===== config.mk =====
export PLATFORM = sky130hd
export DESIGN_NAME = param_single_port_ram
export DESIGN_NICKNAME = d
export VERILOG_FILES = /design/src/rtl/param_single_port_ram.sv
export SDC_FILE = /design/constraint.sdc
export NUM_CORES = 1
export LEC_CHECK = 0
export CAP_MARGIN = 10
export CORE_ASPECT_RATIO = 0.7
export CORE_UTILIZATION = 50
export DETAILED_ROUTE_END_ITERATION = 10
export PLACE_DENSITY = 0.76
export SETUP_SLACK_MARGIN = 0.3
export SYNTH_ARGS = -nofsm -noshare
export SYNTH_HDL_FRONTEND = slang
export SYNTH_SLANG_ARGS = --single-unit

===== constraint.sdc =====
create_clock -name clk -period 2.65 [get_ports clk]
set_input_delay 0.53 -clock clk [delete_from_list [all_inputs] [get_ports clk]]
set_output_delay 0.53 -clock clk [all_outputs]
set_load 0.005 [all_outputs]

===== src/rtl/param_single_port_ram.sv =====
// param_single_port_ram: parametrised single-port RAM with byte enables, clear sweep and optional lane parity (macro PARITY_SINGLE_PORT_RAM_EN)
module param_single_port_ram #(
  parameter int DATA_W   = 8,
  parameter int ADDR_W   = 3,
  parameter int DEPTH    = 2**ADDR_W,
  parameter int RDW_MODE = 0,
  parameter int OUT_REG  = 0
) (
  input  logic                  clk,
  input  logic                  rst,
  input  logic                  en,
  input  logic                  wr,
  input  logic [DATA_W/8-1:0]   be,
  input  logic [ADDR_W-1:0]     add,
  input  logic [DATA_W-1:0]     din,
`ifdef PARITY_SINGLE_PORT_RAM_EN
  input  logic                  par_inj,
  output logic                  par_err,
`endif
  output logic [DATA_W-1:0]     dout,
  output logic                  dout_valid,
  output logic                  busy
);
  localparam int NB = DATA_W/8;
  localparam logic [ADDR_W:0] DEPTH_L = (ADDR_W+1)'(DEPTH);
  localparam logic [ADDR_W-1:0] LAST = ADDR_W'(DEPTH-1);
  typedef enum logic {CLEAR, READY} state_t;
  state_t state_q, state_d;
  logic [ADDR_W-1:0] cnt_q, cnt_d;
  logic req_v_q, req_wr_q;
  logic [NB-1:0] req_be_q;
  logic [ADDR_W-1:0] req_add_q;
  logic [DATA_W-1:0] req_din_q;
  logic [DATA_W-1:0] mem_q [DEPTH];
  logic in_rng, mem_we;
  logic [DATA_W-1:0] old_w, new_w, ret_w;
  logic v1_q, v2_q;
  logic [DATA_W-1:0] d1_q, d2_q;
  assign busy = state_q == CLEAR;
  // Clear sweep visits every word once, then parks in READY until the next reset
  always_comb begin
    state_d = state_q;
    cnt_d = cnt_q;
    if (state_q == CLEAR) begin
      cnt_d = cnt_q + 1'b1;
      state_d = (cnt_q == LAST) ? READY : CLEAR;
    end
  end
  // Access stage: current word, byte-merged word and the word handed back to the master
  always_comb begin
    in_rng = {1'b0, req_add_q} < DEPTH_L;
    old_w = in_rng ? mem_q[req_add_q] : '0;
    new_w = old_w;
    for (int i = 0; i < NB; i++)
      if (req_be_q[i]) new_w[8*i +: 8] = req_din_q[8*i +: 8];
    ret_w = in_rng ? ((RDW_MODE != 0) ? new_w : old_w) : '0;
    mem_we = req_v_q & req_wr_q & in_rng;
  end
  // Storage: the sweep zeroes one word per cycle, afterwards byte-merged writes land here
  always_ff @(posedge clk) begin
    if (busy) mem_q[cnt_q] <= '0;
    else if (mem_we) mem_q[req_add_q] <= new_w;
  end
  // Control state, registered request and output pipeline; reset flushes anything in flight
  always_ff @(posedge clk or posedge rst) begin
    if (rst) begin
      state_q <= CLEAR;
      cnt_q <= '0;
      req_v_q <= 1'b0;
      req_wr_q <= 1'b0;
      req_be_q <= '0;
      req_add_q <= '0;
      req_din_q <= '0;
      v1_q <= 1'b0;
      v2_q <= 1'b0;
      d1_q <= '0;
      d2_q <= '0;
    end else begin
      state_q <= state_d;
      cnt_q <= cnt_d;
      req_v_q <= en & ~busy;
      req_wr_q <= wr;
      req_be_q <= be;
      req_add_q <= add;
      req_din_q <= din;
      v1_q <= req_v_q;
      v2_q <= v1_q;
      if (req_v_q) d1_q <= ret_w;
      if (v1_q) d2_q <= d1_q;
    end
  end
  assign dout = (OUT_REG != 0) ? d2_q : d1_q;
  assign dout_valid = (OUT_REG != 0) ? v2_q : v1_q;
`ifdef PARITY_SINGLE_PORT_RAM_EN
  logic req_inj_q, e1_q, e2_q;
  logic [NB-1:0] par_mem_q [DEPTH];
  logic [NB-1:0] old_p, new_p, ret_p, chk_p;
  // Lane parity follows the data merge; the returned word is re-checked against its stored parity
  always_comb begin
    old_p = in_rng ? par_mem_q[req_add_q] : '0;
    new_p = old_p;
    chk_p = '0;
    for (int i = 0; i < NB; i++) begin
      if (req_be_q[i]) new_p[i] = (^req_din_q[8*i +: 8]) ^ req_inj_q;
      chk_p[i] = ^ret_w[8*i +: 8];
    end
    ret_p = in_rng ? ((RDW_MODE != 0) ? new_p : old_p) : '0;
  end
  // Parity storage mirrors the data array, sweep stores zero parity
  always_ff @(posedge clk) begin
    if (busy) par_mem_q[cnt_q] <= '0;
    else if (mem_we) par_mem_q[req_add_q] <= new_p;
  end
  // Parity error travels the same pipeline as dout
  always_ff @(posedge clk or posedge rst) begin
    if (rst) begin
      req_inj_q <= 1'b0;
      e1_q <= 1'b0;
      e2_q <= 1'b0;
    end else begin
      req_inj_q <= par_inj;
      if (req_v_q) e1_q <= |(ret_p ^ chk_p);
      if (v1_q) e2_q <= e1_q;
    end
  end
  assign par_err = (OUT_REG != 0) ? e2_q : e1_q;
`endif
endmodule


==> results of run 1 <==
## cell type report
type	count	area, um^2
Fill cell	514	2669
Sequential cell	91	2597
Multi-Input combinational cell	111	1030
Timing Repair Buffer	35	337.8
Clock buffer	11	141.4
Tap cell	94	117.6
Inverter	12	45.04
Clock inverter	5	37.54
## kinds of logic (layout without fill, tap and decap cells)
family                   after synthesis  in the layout
flip-flops                            91             91
AO/OA/AOI/OAI                         43             43
XOR/XNOR                               1              1
AND/OR/NAND/NOR                       27             27
adder cells (fa/ha/maj)                2              2
buffers and inverters                 21             63
multiplexers                          38             38
## stage by stage
step           cells  utilization  instance area [um^2]
2_1_floorplan    223            -                  3732
3_5_place_dp     343       0.5903                  4118
6_report         359       0.6174                  4307
5_1_grt          359       0.6174                  4307
3_3_place_gp     343       0.5903                  4118
4_1_cts          359       0.6160                  4297
## sequential cells by signal, summed over array words and instances (netlist names)
signal / cells
mem_q: 64
dout: 8
req_din_q: 8
cnt_q: 3
req_add_q: 3
dout_valid: 1
req_be_q: 1
req_v_q: 1
req_wr_q: 1
state_q: 1
## Yosys cell counts (5+ instances only)
cell type / n / area, um^2
mux2_4: 9 / 135.1
nor2b_1: 7 / 43.79
o22ai_2: 7 / 87.58
a21oi_1: 8 / 40.04
mux2i_1: 12 / 120.1
dfrtp_1: 27 / 675.7
nor2_1: 11 / 41.29
o21a_1: 8 / 60.06
a211oi_2: 5 / 62.56
edfxtp_1: 64 / 1922
mux2_2: 14 / 157.7
inv_1: 12 / 45.04
## per-layer routing
metal | part of all wire | GRT usage
met5 | 0 | 0
met4 | 0.013 | 0.08607
met3 | 0.044 | 0.06047
met2 | 0.47 | 0.2924
met1 | 0.47 | 0.2487
## power by group
part	leakage (nW)	switching (W)	internal [W]
registers	0.909	0.0000261	0.00156
logic	0.608	0.000101	0.000121
clock network	0.0863	0.000480	0.000372
## path summary, 6_finish.rpt
path | end | from | depth (start not counted) | slack [ns]
max reg2reg | mem_q[1][6] | state_q | 4 | 0.53
max | mem_q[1][6] | state_q | 4 | 0.53
min in group asynchronous | dout[6] | rst | 3 | 0.53
min reg2reg | dout[4] | dout[4] | 1 | 0.51
min | dout[4] | dout[4] | 1 | 0.51
max in group asynchronous | req_add_q[0] | rst | 3 | 1.86
## repair_timing
action / CTS / global route
gates resized for setup: 0 / 3
buffers inserted: 0 / 0
endpoints found under the setup margin: 0 / 32
==> metrics.md, run 1 <==
| Metric | Value |
|---|---|
| Status | `completed` |
| Die Ht | `74.29 um` |
| Fin Setup TNS | `0 ns` |
| GRT Total Usage | `0.1886` |
| Max cap viols | `0` |
| Largest net degree at the start of global routing | `28` |
| Vias in the first global route | `1,956` |
| Worst Tran Pin Value | `0.7013 ns` |
| DRT Pass-1 Iters | `4` |
| Layout Nets | `~280` |
| DRT Wirelength | `roughly 6.4 mm` |
| Most frequent cells in the layout | `edfxtp_1, dfrtp_1, clkdlybuf4s50_1, mux2_2` |
| Slew margin rel. | `0.5307` |
| Routed len/inst | `17.78 um` |
| Mux contribution to synthesized area | `0.1197` |
| RSZ-0062 raised after global routing | `no` |
| Clock Sinks | `91` |
| Ys async rst share | `0.2967` |
| Inserted Diodes | `0` |
| Power density cells | `618.6 nW/um^2` |
| Worst vdd ir | `0.0003426 V` |
| Die ar. | `7820 um^2` |
| Initial antenna violation count | `0` |
| Post-CTS Hold Buffers | `0` |
| First-pass GRT wire length | `between 10 and 15 mm` |
| Htree depth | `3` |
| Detailed Place HPWL | `approximately 4.4 mm` |
| Overflow after GRT | `0` |
| CP max stage cell | `nor2_1` |
| Worst-path clk slew | `0.08 ns` |
| Crit. End Element | `register` |
| Main combinational cell family by area after synthesis | `multiplexers` |
| Post-synthesis compound-gate area fraction | `0.1022` |
| Post-Syn Nets | `241` |
| Share of cells above drive strength 1 | `0.2717` |
| Die X-Extent | `105.3 um` |
| CTS root buf | `clkbuf_8` |
| Syn Inst Count | `~220` |
| Core Rows | `25` |
| TritonCTS clock tree | `yes` |
| Synthesized area | `about 3700 um^2` |
| Max Fclk | `0.4708 GHz` |
| IO Count | `26` |
| Commonest non-fill, non-tap cell in the layout | `edfxtp_1` |
| Area grow syn2layout | `15.39%` |
| WHS | `0.5103 ns` |
| Post-synthesis area per instance | `16.74 um^2` |
| Yosys warns | `0` |
| Core ar. | `6975 um^2` |
| Final min period | `~2.1 ns` |
| Register area share after synthesis | `0.6959` |
| Synthesized flop and latch total | `91` |
| Worst setup SP type | `register` |
| Initial DRC Count | `97` |
| # DRC | `0` |
| Final hold violation count | `0` |
| TritonCTS Buffers | `9` |
| Skew final | `a little under 0.01 ns` |
| DRT antenna net count | `0` |
| CP Cell Sequence | `nand3_2, o21ai_0, o21ai_0, nor2_1` |
| Buffers plus inverters on the worst setup path | `0` |
| Worst EP required | `2.65 ns` |
| Simple-gate share of the synthesized area | `0.04224` |
| Initial core utilization | `0.5351` |
| Number of flops mapped to enable cells by yosys | `64` |
| Post-synthesis xor/xnor area fraction | `0.002347` |
| Final setup viols | `0` |
| CP max FO | `16` |
| Via density | `5.485` |
| Fin. max-slew vios | `0` |
| CP dominant cell by count | `o21ai_0` |
| PortBufs | `25` |
| LEAKAGE | `1.604 nW` |
| Setup CP Type | `reg -> reg` |
| GPL Wtd Cong | `0.8150` |
| Final worst slack | `around 0.53 ns` |
| CP arrival | `roughly 2.1 ns` |
| Adder-cell share of the synthesized area | `0.006705` |
| Synth unique cells | `35` |
| Main synth FF type | `edfxtp_1` |
| Hold Path Class | `reg -> reg` |
| Vias | `1,969` |
| Top Family by Delay on Critical Path | `simple AND/OR/NAND/NOR gates` |
| Power Total | `~0.0027 W` |
| Pre-CTS worst setup slack | `around 0.35 ns` |
| Tcrit/Tclk final | `0.8014` |
| Bufs on Longest Clock Path | `2` |
| Crit-path max cell delay | `0.55 ns` |
| Worst-Skew Late Latency | `0.36 ns` |
No activity file was read; power rests on OpenSTA's default activity.
==> run 2: changes to the inputs <==
PLACE_DENSITY = 0.79   (was 0.76)
clock period = 1.8 ns   (was 2.65 ns; I/O delays follow)
==> run 2 against run 1 <==
Compared with the run above:
- final area is 15% higher
- global-route usage is 4.8 points higher
- critical path depth rose by 1
- sequential share of layout area is 8.0 points lower
- sequential power grew 48%
- first-iteration DRC count is 42% higher
- utilization up 9.5 points
- hold slack worse by 0.15 ns
- register-to-register slack worse by 0.44 ns
- worst setup slack got worse by 0.44 ns
==> metrics.md, run 2 (synthesis results as in run 1) <==
| Metric | Value |
|---|---|
| Status | `completed` |
| Layout Nets | `between 300 and 400` |
| TritonCTS Buffers | `9` |
| Initial DRC Count | `138` |
| Initial antenna violation count | `0` |
| Initial core utilization | `0.5351` |
| Fin util | `0.7126` |
| Area after DPL | `~4400 um^2` |
| DRT Pass-1 Iters | `4` |
| Comb pwr share | `0.108` |
| Core Rows | `25` |
| Switch Pwr | `0.0009456 W` |
| DRT Wirelength | `8.135 mm` |
| Setup CP Type | `reg -> reg` |
| RSZ-0062 raised after global routing | `yes` |
| Inserted Diodes | `0` |
| PortBufs | `25` |
| Worst EP required | `1.91 ns` |
| Core ar. | `6975 um^2` |
| Worst-path clk slew | `0.09 ns` |
| Worst-Skew Late Latency | `0.37 ns` |
| Final min period | `1.712 ns` |
| Final setup viols | `0` |
| IO Count | `26` |
| Final hold violation count | `0` |
| First-pass GRT wire length | `12.64 mm` |
| Fin. max-slew vios | `0` |
| Skew final | `0.009634 ns` |
| Htree depth | `3` |
| Power Total | `roughly 0.0041 W` |
| Worst setup SP type | `register` |
| Post-CTS Hold Buffers | `0` |
| Internal power | `0.003186 W` |
| LEAKAGE | `1.900 nW` |
| Fin Setup TNS | `0 ns` |
| CP max stage cell | `dfrtp_2` |
| Crit. End Element | `register` |
| CTS root buf | `clkbuf_8` |
| Bufs on Longest Clock Path | `2` |
| Max Fclk | `around 0.58 GHz` |
| GRT Total Usage | `0.2363` |
| Clock share of power | `0.324` |
| Filler cells | `444` |
| Switch share | `0.2289` |
| Crit-path max cell delay | `roughly 0.48 ns` |
| Max cap viols | `0` |
| Worst vdd ir | `0.0006144 V` |
| Vias in the first global route | `2,261` |
| Slew margin rel. | `0.5886` |
| CP max FO | `8` |
| GPL Wtd Cong | `0.7741` |
| Share of cells above drive strength 1 | `0.4768` |
| CP arrival | `1.82 ns` |
| Area grow syn2layout | `33.19%` |
| Overflow after GRT | `0` |
| Worst Tran Pin Value | `0.6171 ns` |
| Sequential Power Share | `0.568` |
| Tcrit/Tclk final | `0.9512` |
| Routed len/inst | `just over 20 um` |
| Largest net degree at the start of global routing | `28` |
| Via density | `5.422` |
| Vias | `2,147` |
| WHS | `0.3603 ns` |
| Reg2reg path depth | `5` |
| Clock Sinks | `91` |
| Commonest non-fill, non-tap cell in the layout | `edfxtp_1` |
| TritonCTS clock tree | `yes` |
| Detailed Place HPWL | `4.964 mm` |
| Die ar. | `7820 um^2` |
| Hold Path Class | `in -> async` |
| Biggest register | `mem_q` |
| CP Cell Sequence | `buf_12, mux2_4, o22ai_2, a211oi_2, o21a_2` |
| Largest register FFs | `64` |
| Most frequent cells in the layout | `edfxtp_1, dfrtp_1, buf_4, buf_6, mux2_4` |
| Die Ht | `74.29 um` |
| DRT antenna net count | `0` |
| # DRC | `0` |
| Power density cells | `831.1 nW/um^2` |
| Post-route design area | `4971 um^2` |
| Die X-Extent | `105.3 um` |
[run 2: cell types whose count changed in the layout (fill, tap and decap cells not counted), moves of 6 or more]
cell,change
o21a_1,-8
clkdlybuf4s50_1,-10
nor2_1,-8
mux2_4,+7
buf_4,+12
buf_12,+6
o21a_2,+8
dlygate4sd2_1,+9
nor2_4,+9
buf_6,+17
[run 2: layout make-up]
type,count,area [um^2],area share
Sequential cell,91,2603,0.5235
Inverter,12,45.04,0.009061
Timing Repair Buffer,71,750.7,0.1510
Tap cell,94,117.6,0.02366
Clock inverter,7,67.56,0.01359
Clock buffer,9,123.9,0.02492
Multi-Input combinational cell,112,1264,0.2542
[run 2: worst paths after layout]
kind | startpoint | end | slack (ns)
setup / recovery | req_add_q[0] | mem_q[3][2] | 0.09
hold / removal | rst | req_din_q[1] | 0.36
setup reg to reg | req_add_q[0] | mem_q[3][2] | 0.09
hold reg to reg | dout[6] | dout[6] | 0.51
max in group asynchronous | rst | state_q | 1.14
min in group clk | din[0] | req_din_q[0] | 0.42
[run 2: metal layers]
layer,vias to the layer above,routed length [um],track usage,share of wire
met4,0,168,0.1002,0.021
met5,-,0,0,0
met3,14,507,0.08151,0.062
li1,990,-,-,-
met2,65,3901,0.3838,0.48
met1,1078,3558,0.2958,0.44
[run 2: critical path: cells and delay by family (launching register included)]
| family | cells | cell delay [ns] |
|---|---|---|
| compound gates | 3 | 0.50 |
| mux | 1 | 0.30 |
| flops | 1 | 0.48 |
| buf+inv | 1 | 0.17 |
[run 2: power by group through the flow]
stage | logic, W | registers (W) | clock network [W]
finish | 0.000446 | 0.00235 | 0.00134
global route | 0.000473 | 0.00235 | 0.00144
CTS | 0.000424 | 0.00235 | 0.00136
detailed placement | 0.000373 | 0.00239 | 0
global placement | 0.000367 | 0.00239 | 0
floorplan | 0.000220 | 0.00238 | 0
[run 2: what timing repair did]
item | CTS | global route
endpoints found under the setup margin | 144 | 137
pin swaps | 8 | 5
gates resized for setup | 47 | 11
setup buffers | 21 | 4
cloned | 2 | 0
[run 2: metrics by stage]
stage / std cells / setup WS [ns]
floorplan: 223 / 0.2588
global placement: 353 / 0.04442
detailed placement: 353 / 0.01581
CTS: 392 / 0.1027
global route: 396 / 0.04338
finish: 396 / 0.08776
==> run 3: changes to the inputs <==
ABC_AREA = 1   (was unset)
GPL_ROUTABILITY_DRIVEN = 0   (was unset)
==> run 3 against run 2 <==
Compared with the run above:
- non-clock buffer count increased by 19
- hold slack lost 0.23 ns
- die area increased by 2.5%
- maximum frequency up 0.92%
- synthesized cell count up 64%
- clock-buffer cell count rose by 1
- synthesized area rose by 2.6%
- sequential share of layout area down 7.2 points
- global-route usage increased by 5.9 points
- largest cell class unchanged
- wire length is 63% higher
- sequential power hardly changed
- cell count is 40% higher
==> metrics.md, run 3 <==
| Metric | Value |
|---|---|
| Status | `completed` |
| Inserted Diodes | `0` |
| Post-route design area | `5761 um^2` |
| Synth cell count leaders | `nand2_1, inv_1, edfxtp_1` |
| Worst setup SP type | `register` |
| Area after DPL | `4354 um^2` |
| IO Count | `26` |
| Final hold violation count | `0` |
| DRT Wirelength | `13.29 mm` |
| Top-area cell type share of the netlist area | `0.5020` |
| LEAKAGE | `2.531 nW` |
| Worst-path clk slew | `around 0.10 ns` |
| Post-Syn Nets | `383` |
| Initial antenna violation count | `0` |
| Bufs on Longest Clock Path | `2` |
| Overflow after GRT | `0` |
| Register area share after synthesis | `0.6784` |
| Max Fclk | `between 0.5 and 0.6 GHz` |
| Routed len/inst | `around 24 um` |
| Core Rows | `26` |
| Area contributors post-synth | `edfxtp_1, dfrtp_1, nand2_1, inv_1, nand3_1` |
| Vias in the first global route | `3,024` |
| Vias | `3,228` |
| Die ar. | `8017 um^2` |
| PortBufs | `25` |
| Ys async rst share | `0.2967` |
| Synthesized flop and latch total | `91` |
| Pre-CTS worst setup slack | `-0.2851 ns` |
| Largest net degree at the start of global routing | `27` |
| Largest register FFs | `64` |
| Final setup viols | `0` |
| Area leader, netlist | `edfxtp_1` |
| Initial core utilization | `0.5208` |
| Area grow syn2layout | `50.46%` |
| Clock Sinks | `91` |
| Slew margin rel. | `0.5842` |
| Detailed Place HPWL | `5.651 mm` |
| Critical path startpoint | `req_add_q[0]` |
| CTS root buf | `clkbuf_8` |
| Via density | `5.816` |
| Share of cells above drive strength 1 | `0.4333` |
| Top-count cell post-synth | `nand2_1` |
| Power density cells | `about 760 nW/um^2` |
| Setup CP Type | `reg -> reg` |
| Hold Path Class | `in -> async` |
| DRT antenna net count | `0` |
| Crit. End Element | `register` |
| Core ar. | `approximately 7400 um^2` |
| TritonCTS Buffers | `9` |
| TritonCTS clock tree | `yes` |
| Final min period | `1.697 ns` |
| Synth unique cells | `23` |
| Htree depth | `3` |
| Yosys warns | `0` |
| Most frequent cells in the layout | `inv_1, edfxtp_1, nand2_1, buf_4, nand2_4` |
| Number of flops mapped to enable cells by yosys | `64` |
| Final worst slack | `0.1034 ns` |
| Die X-Extent | `roughly 110 um` |
| Initial DRC Count | `329` |
| Die Ht | `75.21 um` |
| Max cap viols | `0` |
| Crit Reg-Reg Startpoint | `req_add_q[0]` |
| DRT Pass-1 Iters | `5` |
| Worst-Skew Late Latency | `around 0.38 ns` |
| Layout Nets | `470` |
| Post-synthesis area per instance | `10.49 um^2` |
| CP arrival | `about 1.9 ns` |
| GRT Total Usage | `0.2952` |
| Main synth FF type | `edfxtp_1` |
| First-pass GRT wire length | `around 16 mm` |
| Skew final | `0.01709 ns` |
| Tcrit/Tclk final | `0.9426` |
| RSZ-0062 raised after global routing | `yes` |
| Worst EP required | `between 1.5 and 2 ns` |
| Synthesized area | `3829 um^2` |
| Commonest non-fill, non-tap cell in the layout | `inv_1` |
| Biggest register | `mem_q` |
| Worst vdd ir | `approximately 0.00052 V` |
| Syn Inst Count | `365` |
| # DRC | `0` |
| Worst Tran Pin Value | `0.6229 ns` |
| CP max FO | `10` |
| Fin. max-slew vios | `0` |
| Filler cells | `399` |
[run 3: layout make-up]
cell class / instances / area, um^2 / share of cell area
clock buffer: 10 / 137.6 / 0.02389
sequential: 91 / 2601 / 0.4516
tap: 98 / 122.6 / 0.02129
clock inverter: 6 / 46.29 / 0.008036
inverter: 75 / 307.8 / 0.05343
multi-input combinational: 185 / 1538 / 0.2669
timing repair buffer: 90 / 1007 / 0.1748
[run 3: report_power, final]
group	switching [W]	internal, W
sequential	0.0000349	0.00230
clock	0.000797	0.000554
combinational	0.000383	0.000322
[run 3: final timing paths]
path | slack, ns | cells past startpoint | endpoint
max | 0.10 | 7 | mem_q[7][2]
min | 0.14 | 2 | req_add_q[2]
max reg2reg | 0.10 | 7 | mem_q[7][2]
min reg2reg | 0.49 | 2 | dout[3]
max in group asynchronous | 1.11 | 3 | req_add_q[0]
min in group clk | 0.41 | 1 | req_din_q[5]
[run 3: timing repair]
item,in CTS,in global routing
setup endpoints to repair,138,137
gates resized for setup,96,109
gates cloned,3,1
buffers inserted,32,4
hold buffers,0,0
pin swaps,32,33
[run 3: stage by stage]
step | std cells | hold WS [ns] | util | TNS [ns] | power, W
floorplan | 365 | 0.3914 | - | 0 | 0.002545
finish | 555 | 0.1350 | 0.7835 | 0 | 0.004391
global placement | 499 | 0.4325 | 0.5922 | -4.504 | 0.002730
global route | 555 | 0.1418 | 0.7835 | 0 | 0.004486
CTS | 550 | 0.1348 | 0.7131 | 0 | 0.004163
detailed placement | 499 | 0.4358 | 0.5922 | -8.799 | 0.002741
[run 3: critical path, cell delays in order (launching register included)]
cell,delay [ns]
dfrtp_2,0.46
buf_6,0.16
buf_12,0.15
nand2_1,0.15
nand3_4,0.11
nand3_4,0.10
nand2_4,0.07
a21oi_4,0.28
[run 3: logic make-up (layout without fill, tap and decap cells)]
group	count (synthesis)	in the layout	share of synthesized area
simple gates	153	153	0.1725
flops	91	91	0.6784
buf+inv	89	181	0.1003
compound gates	29	29	0.03987
fa+ha+maj	2	2	0.006535
xor+xnor	1	1	0.002288
[run 3: routing by layer]
metal,up-vias,part of all wire,GRT usage,wire (um)
li1,1343,-,-,-
met1,1595,0.35,0.3532,4633
met2,218,0.50,0.4996,6669
met3,72,0.085,0.07359,1124
met4,0,0.065,0.1720,860
met5,-,0,0,0
